File: src/rtl/key_filter_if.sv
// Debounced key interface: key_filter drives it (master), LED/counter control blocks read it (slave).
// key_flag is a one-cycle strobe with no ready/back-pressure; key_state is always valid; key_long is a one-cycle strobe.
interface key_filter_if;
  logic key_flag;
  logic key_state;
  logic key_long;

  modport master (output key_flag, key_state, key_long);
  modport slave  (input  key_flag, key_state, key_long);
endinterface

File: src/rtl/key_filter.sv
// Active-low push-button debouncer: 2-flop synchronizer, 4-state filter FSM, registered flag/level outputs.
// Optional long-press pulse is built only when KEY_LONG_PRESS_EN is defined; otherwise key_long is tied to 0.
module key_filter #(
  parameter int unsigned CNT_MAX  = 999_999,
  parameter int unsigned LONG_MAX = 49_999_999
) (
  input  logic               clk_50mhz,
  input  logic               rst,
  input  logic               key_in,
  key_filter_if.master       key_o,
  output logic [1:0]         state_dbg_o
);

  localparam int CNT_W = $clog2(CNT_MAX + 1);
  localparam logic [CNT_W-1:0] CNT_LAST = CNT_W'(CNT_MAX);

  typedef enum logic [1:0] {
    IDLE        = 2'd0,
    FILTER_DOWN = 2'd1,
    DOWN        = 2'd2,
    FILTER_UP   = 2'd3
  } state_e;

  state_e           state_q, state_d;
  logic [CNT_W-1:0] cnt_q, cnt_d;
  logic             sync1_q, sync2_q;
  logic             key_sync;
  logic             key_flag_q, key_flag_d;
  logic             key_state_q, key_state_d;

  assign key_sync = sync2_q;

  // The stable level follows the FSM one cycle late, so the flag is simply "level about to change".
  assign key_state_d = (state_q == IDLE) || (state_q == FILTER_DOWN);
  assign key_flag_d  = key_state_d ^ key_state_q;

  always_ff @(posedge clk_50mhz) begin
    if (rst) begin
      sync1_q     <= 1'b1;
      sync2_q     <= 1'b1;
      state_q     <= IDLE;
      cnt_q       <= '0;
      key_flag_q  <= 1'b0;
      key_state_q <= 1'b1;
    end else begin
      sync1_q     <= key_in;
      sync2_q     <= sync1_q;
      state_q     <= state_d;
      cnt_q       <= cnt_d;
      key_flag_q  <= key_flag_d;
      key_state_q <= key_state_d;
    end
  end

  always_comb begin
    state_d = state_q;
    cnt_d   = cnt_q;
    case (state_q)
      IDLE: begin
        if (!key_sync) begin
          state_d = FILTER_DOWN;
          cnt_d   = '0;
        end
      end
      FILTER_DOWN: begin
        if (key_sync) begin
          state_d = IDLE;
          cnt_d   = '0;
        end else if (cnt_q == CNT_LAST) begin
          state_d = DOWN;
          cnt_d   = '0;
        end else begin
          cnt_d = cnt_q + CNT_W'(1);
        end
      end
      DOWN: begin
        if (key_sync) begin
          state_d = FILTER_UP;
          cnt_d   = '0;
        end
      end
      FILTER_UP: begin
        if (!key_sync) begin
          state_d = DOWN;
          cnt_d   = '0;
        end else if (cnt_q == CNT_LAST) begin
          state_d = IDLE;
          cnt_d   = '0;
        end else begin
          cnt_d = cnt_q + CNT_W'(1);
        end
      end
      default: begin
        state_d = IDLE;
        cnt_d   = '0;
      end
    endcase
  end

`ifdef KEY_LONG_PRESS_EN
  localparam int LONG_W = $clog2(LONG_MAX + 1);
  localparam logic [LONG_W-1:0] LONG_LAST = LONG_W'(LONG_MAX);

  logic [LONG_W-1:0] long_cnt_q, long_cnt_d;
  logic              fired_q, fired_d;
  logic              key_long_q, key_long_d;

  // Re-arm on the press-flag cycle (DOWN with the old released level), which only follows FILTER_DOWN;
  // a bounce back from FILTER_UP finds key_state already 0 and just resumes the paused count.
  always_comb begin
    long_cnt_d = long_cnt_q;
    fired_d    = fired_q;
    key_long_d = 1'b0;
    if (state_q == DOWN && key_state_q) begin
      long_cnt_d = '0;
      fired_d    = 1'b0;
    end else if (state_q == DOWN && !fired_q) begin
      if (long_cnt_q == LONG_LAST) begin
        key_long_d = 1'b1;
        fired_d    = 1'b1;
      end else begin
        long_cnt_d = long_cnt_q + LONG_W'(1);
      end
    end
  end

  always_ff @(posedge clk_50mhz) begin
    if (rst) begin
      long_cnt_q <= '0;
      fired_q    <= 1'b0;
      key_long_q <= 1'b0;
    end else begin
      long_cnt_q <= long_cnt_d;
      fired_q    <= fired_d;
      key_long_q <= key_long_d;
    end
  end

  assign key_o.key_long = key_long_q;
`else
  logic unused_long_max;
  assign unused_long_max = |LONG_MAX;
  assign key_o.key_long  = 1'b0;
`endif

  assign key_o.key_flag  = key_flag_q;
  assign key_o.key_state = key_state_q;
  assign state_dbg_o     = state_q;

endmodule

File: src/flat_wrapper.sv
// flat-port wrapper written by rule: the top's interface ports become plain ports
module key_filter_flat 
#(
  parameter int unsigned CNT_MAX  = 999_999,
  parameter int unsigned LONG_MAX = 49_999_999
)
  (clk_50mhz, rst, key_in, state_dbg_o, key_o_key_flag, key_o_key_state, key_o_key_long);
  key_filter_if key_o_i ();
  input  logic clk_50mhz;
  input  logic rst;
  input  logic key_in;
  output logic [1:0] state_dbg_o;
  output wire logic [$bits(key_o_i.key_flag)-1:0] key_o_key_flag;
  output wire logic [$bits(key_o_i.key_state)-1:0] key_o_key_state;
  output wire logic [$bits(key_o_i.key_long)-1:0] key_o_key_long;
  assign key_o_key_flag = key_o_i.key_flag;
  assign key_o_key_state = key_o_i.key_state;
  assign key_o_key_long = key_o_i.key_long;
  key_filter #(.CNT_MAX(CNT_MAX), .LONG_MAX(LONG_MAX)) u_core (.clk_50mhz(clk_50mhz), .rst(rst), .key_in(key_in), .key_o(key_o_i), .state_dbg_o(state_dbg_o));
endmodule
File: config.mk
export PLATFORM = sky130hd
export DESIGN_NAME = key_filter_flat
export DESIGN_NICKNAME = d
export VERILOG_FILES = /design/src/rtl/key_filter_if.sv /design/src/rtl/key_filter.sv /design/src/flat_wrapper.sv
export SDC_FILE = /design/constraint.sdc
export NUM_CORES = 1
export LEC_CHECK = 0
export BUFFER_PORTS_ARGS = -buffer_cell sky130_fd_sc_hd__buf_2
export CORE_ASPECT_RATIO = 1.5
export CORE_UTILIZATION = 58
export CTS_CLUSTER_SIZE = 25
export DETAILED_ROUTE_END_ITERATION = 12
export MAX_ROUTING_LAYER = met4
export PLACE_DENSITY = 0.85
export SLEW_MARGIN = 20
export SYNTH_ARGS = -nofsm -noshare
export SYNTH_HDL_FRONTEND = slang
export SYNTH_SLANG_ARGS = --single-unit
export TNS_END_PERCENT = 1
File: constraint.sdc
create_clock -name clk_50mhz -period 1.95 [get_ports clk_50mhz]
set_input_delay 0.39 -clock clk_50mhz [delete_from_list [all_inputs] [get_ports clk_50mhz]]
set_output_delay 0.39 -clock clk_50mhz [all_outputs]
set_load 0.005 [all_outputs]
# Word-level counts from Yosys, hierarchy flattened
# Cells that the tools add are included.
[word_totals]
elab_cells = 33
ff_bits = 26
input_bits = 3
output_inout_bits = 5
[classes]
add_sub_neg = 1
n_eq_ne = 8
n_mux = 13
n_bitwise = 1
reduce_logical = 4
[ops]
columns = ["operator", "count"]
rows = [
  ["20-bit two-way mux", 5],
  ["20-bit one-hot mux with 4 select lines", 1],
  ["20-bit by 1-bit adder with 20-bit output (second input constant)", 1],
  ["20-bit equality test (second input constant)", 1],
  ["2-bit two-way mux", 6],
  ["2-bit one-hot mux with 4 select lines", 1],
  ["2-bit equality test (second input constant)", 2],
  ["4-bit AND reduction", 1],
  ["3-bit by 2-bit inequality test with 1-bit output (second input constant)", 1],
  ["3-bit inequality test (second input constant)", 1],
  ["2-bit by 1-bit equality test with 1-bit output (second input constant)", 1],
  ["2-bit zero test", 1],
  ["2-bit by 1-bit inequality test with 1-bit output (second input constant)", 1],
  ["2-bit inequality test (second input constant)", 1],
  ["2-bit AND reduction", 1],
  ["1-bit logical OR", 1],
  ["1-bit XOR", 1],
]

# Logic depth before layout (Yosys ltp)
[logic_depth]
depth_word = 4
mapped_depth = 7

# Worst setup path before layout
# Ideal clock, no wire load.
[synth_timing]
kind = "flip-flop to flip-flop"
from = "register u_core.cnt_q[0]"
to = "register u_core.cnt_q[19]"
n_path_buf = 1
required_ns = 1.888
path_slack_ns = 0.177
path_stages_with_launch = 8
period_less_slack_ns = 1.773
arrival_time_ns = 1.711
path_cell_list = "dfxtp_1 > ha_1 > and3_1 > and3_1 > a211oi_4 > buf_2 > o211ai_1 > nand3_1"
[synth_via]
elab_chain_len = 4
word_cells_on_any_way = 6
cone_classes = "1 x add/sub; 1 x eq/ne; 4 x mux"
[synth_lines]
columns = ["element", "line", "rtl"]
rows = [
  ["from (decl)", "key_filter.sv:25", "logic [CNT_W-1:0] cnt_q, cnt_d;"],
  ["from (signal assigned)", "key_filter.sv:49", "cnt_q <= cnt_d;"],
  ["20-bit by 1-bit adder with 20-bit output or 20-bit equality test (tied branches)", "n/a", ""],
  ["20-bit two-way mux *", "key_filter.sv:69, key_filter.sv:86", ""],
  ["20-bit two-way mux, on equally long branches", "key_filter.sv:83, key_filter.sv:66", ""],
  ["20-bit one-hot mux with 4 select lines *", "key_filter.sv:58", "case (state_q)"],
]
# Every way passes the cells marked *; elsewhere a longest branch is shown, timed or not.
# A chain may end at the register's enable or synchronous reset.

# Final worst setup path
[layout_timing]
from = "register u_core.cnt_q[7]"
to = "register u_core.cnt_q[15]"
# Same word-level chain as after synthesis.

==> out/summary.log <==
INFO  sta            min_period_over_period=94.7%
INFO  die            dieArea=2360squm
INFO  sta            setup-tns-final=0ns
INFO  die            io_pins=8
INFO  finish         final_util=67.8%
INFO  place          dpl_worst_slack=0.127ns
INFO  critical_path  timing.critical_path.to_type=flip-flop
INFO  synthesis      postSynth.topFlopCell=sky130_fd_sc_hd__dfxtp_1
INFO  die            die_width=40.0um
INFO  global_route   grt-ovfl-total=0
INFO  finish         antenna_cells_inserted=0
INFO  power          maximum_resistive_drop_on_vdd=0.520mV
INFO  routing        drtIter0Drc=29
INFO  synthesis      yosysWarningCount=0
INFO  synthesis      top_cells_by_area_synth=sky130_fd_sc_hd__dfxtp_1 (42%), sky130_fd_sc_hd__a22o_1 (5.6%), sky130_fd_sc_hd__nand3_1 (4.8%)
INFO  global_route   grt_first_pass_wirelength=4190um
INFO  routing        number_of_vias_in_the_routed_layout=1088
INFO  critical_path  cp_data_required_time=2.19ns
INFO  routing        drc=0
INFO  sta            tightestPinTransition=0.710ns
INFO  critical_path  worstReg2RegStart=u_core.cnt_q[7]
INFO  place          post-dp-hpwl=1820um
INFO  clock_network  cts_sinks=26
INFO  clock_network  clock_latency=0.33ns
INFO  sta            rsz_0062_raised_after_global_routing=no
INFO  critical_path  critical_path.max_fanout=11
INFO  synthesis      ys_types=37
INFO  power          power_density=631nW/um^2
INFO  critical_path  crit_type=flip-flop to flip-flop
INFO  die            fp-row-count=20
INFO  critical_path  worst_r2r_endpoint=u_core.cnt_q[15]
INFO  clock_network  buffers_inserted_during_post_cts_setup_optimization=0
INFO  min_path       min_from=key_in
INFO  synthesis      proportion_of_synthesized_flip_flops_having_asynchronous_set_or_reset=0%
INFO  die            die_height=58.9um
INFO  critical_path  worst_r2r_path_depth=6
INFO  routing        antenna_violating_nets_post_route=0
INFO  finish         finalNetCount=160
INFO  global_route   grt_start_max_net_pins=16
INFO  clock_network  path_clk_slew=0.14ns
INFO  place          io_buffer_count=6
INFO  sta            slew_viol_final=0
INFO  finish         post_layout_nonfiller_instances=177
INFO  synthesis      synth_edf_count=0
INFO  global_route   grt_pass1_vias=968
INFO  sta            achievable-frequency=541MHz
INFO  finish         synthToLayoutAreaGrowth=9.68%
INFO  synthesis      syn-instance-count=143
INFO  finish         layout_common_cells=sky130_fd_sc_hd__dfxtp_1 (25), sky130_fd_sc_hd__nor2_1 (16), sky130_fd_sc_hd__nand3_1 (12), sky130_fd_sc_hd__a21oi_1 (9)
INFO  finish         finalInstanceArea=1380squm
INFO  sta            final_critical_path_setup_slack=0.103ns
INFO  routing        drt-vias-per-instance=6.15
INFO  place          placement.cell_area=1330squm
INFO  synthesis      synth_seq_area_share=41.5%
INFO  power          power_leakage=0.537nW
INFO  finish         fill_cells=161
INFO  synthesis      ys_ff_latch=26
INFO  min_path       worst_hold_path_type=input pin to flip-flop
INFO  global_route   grt_antenna_before_repair=0
INFO  clock_network  cts_tree=yes
INFO  global_route   grt_usage=25.9%
INFO  min_path       hold-path-endpoint=u_core.sync1_q
INFO  place          placedCellCount=173
INFO  clock_network  post_cts_hold_buffer_count=0
INFO  synthesis      synthDominantCellAreaShare=41.5%
INFO  clock_network  root_buffer=sky130_fd_sc_hd__clkbuf_4
INFO  clock_network  postCtsResizedCells=0
INFO  finish         mostFrequentLayoutCell=sky130_fd_sc_hd__dfxtp_1
INFO  sta            hold_viol_final=0
INFO  routing        wl_per_cell=14.3um
INFO  clock_network  cts_max_level=1
INFO  sta            period_needed=1.85ns
INFO  sta            final-setup-viol-count=0
INFO  flow_run       timing.max_cap.violations=0
INFO  clock_network  cts_buffer_depth=2
INFO  synthesis      synthesis.area=1250squm
INFO  routing        totalWireLength=2520um
INFO  place          globalplace.congestion=0.891
INFO  sta            timing.max_slew.rel_slack=52.4%
INFO  clock_network  clock_buffers_created_by_tritoncts=3
INFO  min_path       timing.hold.worst_path_depth=2
INFO  critical_path  r2r_slack=0.10ns
INFO  outcome        status=finished, final reports clean
INFO  synthesis      synth_largest_area_cell=sky130_fd_sc_hd__dfxtp_1
INFO  critical_path  cp.arrival=2.09ns
INFO  synthesis      synth.net_count=147
INFO  critical_path  cp-start-kind=flip-flop
INFO  die            floorplan.initialDensity=61.9%
INFO  synthesis      synth_area_per_cell=8.77squm
INFO  die            core_area=2030squm
INFO  routing        total_iterations_of_the_first_detailed_routing_run=4
INFO  finish         final_layout_size_suffix_gt1_share=16.1%
INFO  sta            finClkSkew=0.00121ns
==> synthesized netlist by cell type, types with 2 or more instances <==
cell                       count
sky130_fd_sc_hd__nor4bb_1      2
sky130_fd_sc_hd__and3_1        6
sky130_fd_sc_hd__a31oi_1       7
sky130_fd_sc_hd__xnor2_1       4
sky130_fd_sc_hd__nor2_1       16
sky130_fd_sc_hd__nand2b_1      4
sky130_fd_sc_hd__nand4_1       3
sky130_fd_sc_hd__xor2_1        2
sky130_fd_sc_hd__or2_2         4
sky130_fd_sc_hd__inv_1         2
sky130_fd_sc_hd__nand3_1      12
sky130_fd_sc_hd__nor3_1        3
sky130_fd_sc_hd__nor4_1        2
sky130_fd_sc_hd__a22oi_1       2
sky130_fd_sc_hd__a21oi_1       9
sky130_fd_sc_hd__dfxtp_1      26
sky130_fd_sc_hd__a22o_1        8
sky130_fd_sc_hd__a21o_1        4
sky130_fd_sc_hd__mux2i_1       2
sky130_fd_sc_hd__nand2_1       8
==> power by group <==
group / switching (mW) / total [mW] / internal (mW)
sequential: 0.00458 / 0.541 / 0.536
combinational: 0.0305 / 0.0504 / 0.0200
clock: 0.162 / 0.276 / 0.114
==> sequential cells by signal, indices dropped and copies added, names as in the netlist, named ones only <==
signal                  count
u_core.key_o.key_state      1
u_core.key_o.key_flag       1
u_core.cnt_q               20
u_core.key_sync             1
u_core.state_dbg_o          1
u_core.sync1_q              1
==> layout make-up <==
cell class	count	area, sq um	area share (%)
Sequential cell	26	522	37.9
Tap cell	22	27.5	2.00
Timing Repair Buffer	12	78.8	5.73
Inverter	2	7.51	0.546
Multi-Input combinational cell	111	703	51.1
Clock buffer	4	36.3	2.64
==> how the worst max path moves through the flow <==
stage / start / to / slack [ns] / cells past startpoint
final: u_core.cnt_q[7] / u_core.cnt_q[15] / 0.10 / 6
after global routing: u_core.cnt_q[0] / u_core.cnt_q[18] / 0.0002 / 7
after CTS: u_core.cnt_q[0] / u_core.cnt_q[7] / 0.09 / 7
after detailed placement: u_core.cnt_q[0] / u_core.cnt_q[7] / 0.13 / 7
after global placement: flip-flop / u_core.cnt_q[17] / 0.17 / 4
after floorplan: u_core.cnt_q[0] / u_core.cnt_q[19] / 0.18 / 7
==> metal layers <==
metal | up-vias | global-route usage [%] | share of wire (%)
li1 | 548 | - | -
met1 | 517 | 32.0 | 46
met2 | 19 | 41.7 | 51
met3 | 4 | 3.40 | 2.3
met4 | 0 | 8.87 | 1.2
met5 | - | - | 0
==> per-stage QoR <==
stage	hold slack (ns)	power, mW
after floorplan	0.389	0.586
after global placement	0.397	0.599
after detailed placement	0.421	0.601
after CTS	0.238	0.865
after global routing	0.228	0.893
final	0.231	0.867
==> critical path, cell delays in order (launching register included) <==
cell and delay [ns]:
sky130_fd_sc_hd__dfxtp_1 0.39, sky130_fd_sc_hd__or4_4 0.54, sky130_fd_sc_hd__nor3_4 0.18, sky130_fd_sc_hd__a211oi_4 0.09, sky130_fd_sc_hd__buf_4 0.18, sky130_fd_sc_hd__a21o_1 0.16, sky130_fd_sc_hd__a22o_1 0.22
==> logic make-up (layout without fill, tap and decap cells) <==
| group | Yosys count | in the layout | share of synthesized area (%) |
|---|---|---|---|
| simple gates | 66 | 66 | 28.7 |
| flops | 26 | 26 | 41.5 |
| buf+inv | 6 | 18 | 2.79 |
| compound gates | 35 | 35 | 19.9 |
| other cells | 1 | 1 | 0.299 |
| fa+ha+maj | 1 | 1 | 0.998 |
| xor+xnor | 6 | 6 | 4.19 |
| mux | 2 | 2 | 1.60 |
Power figures use the tool's default switching activity.
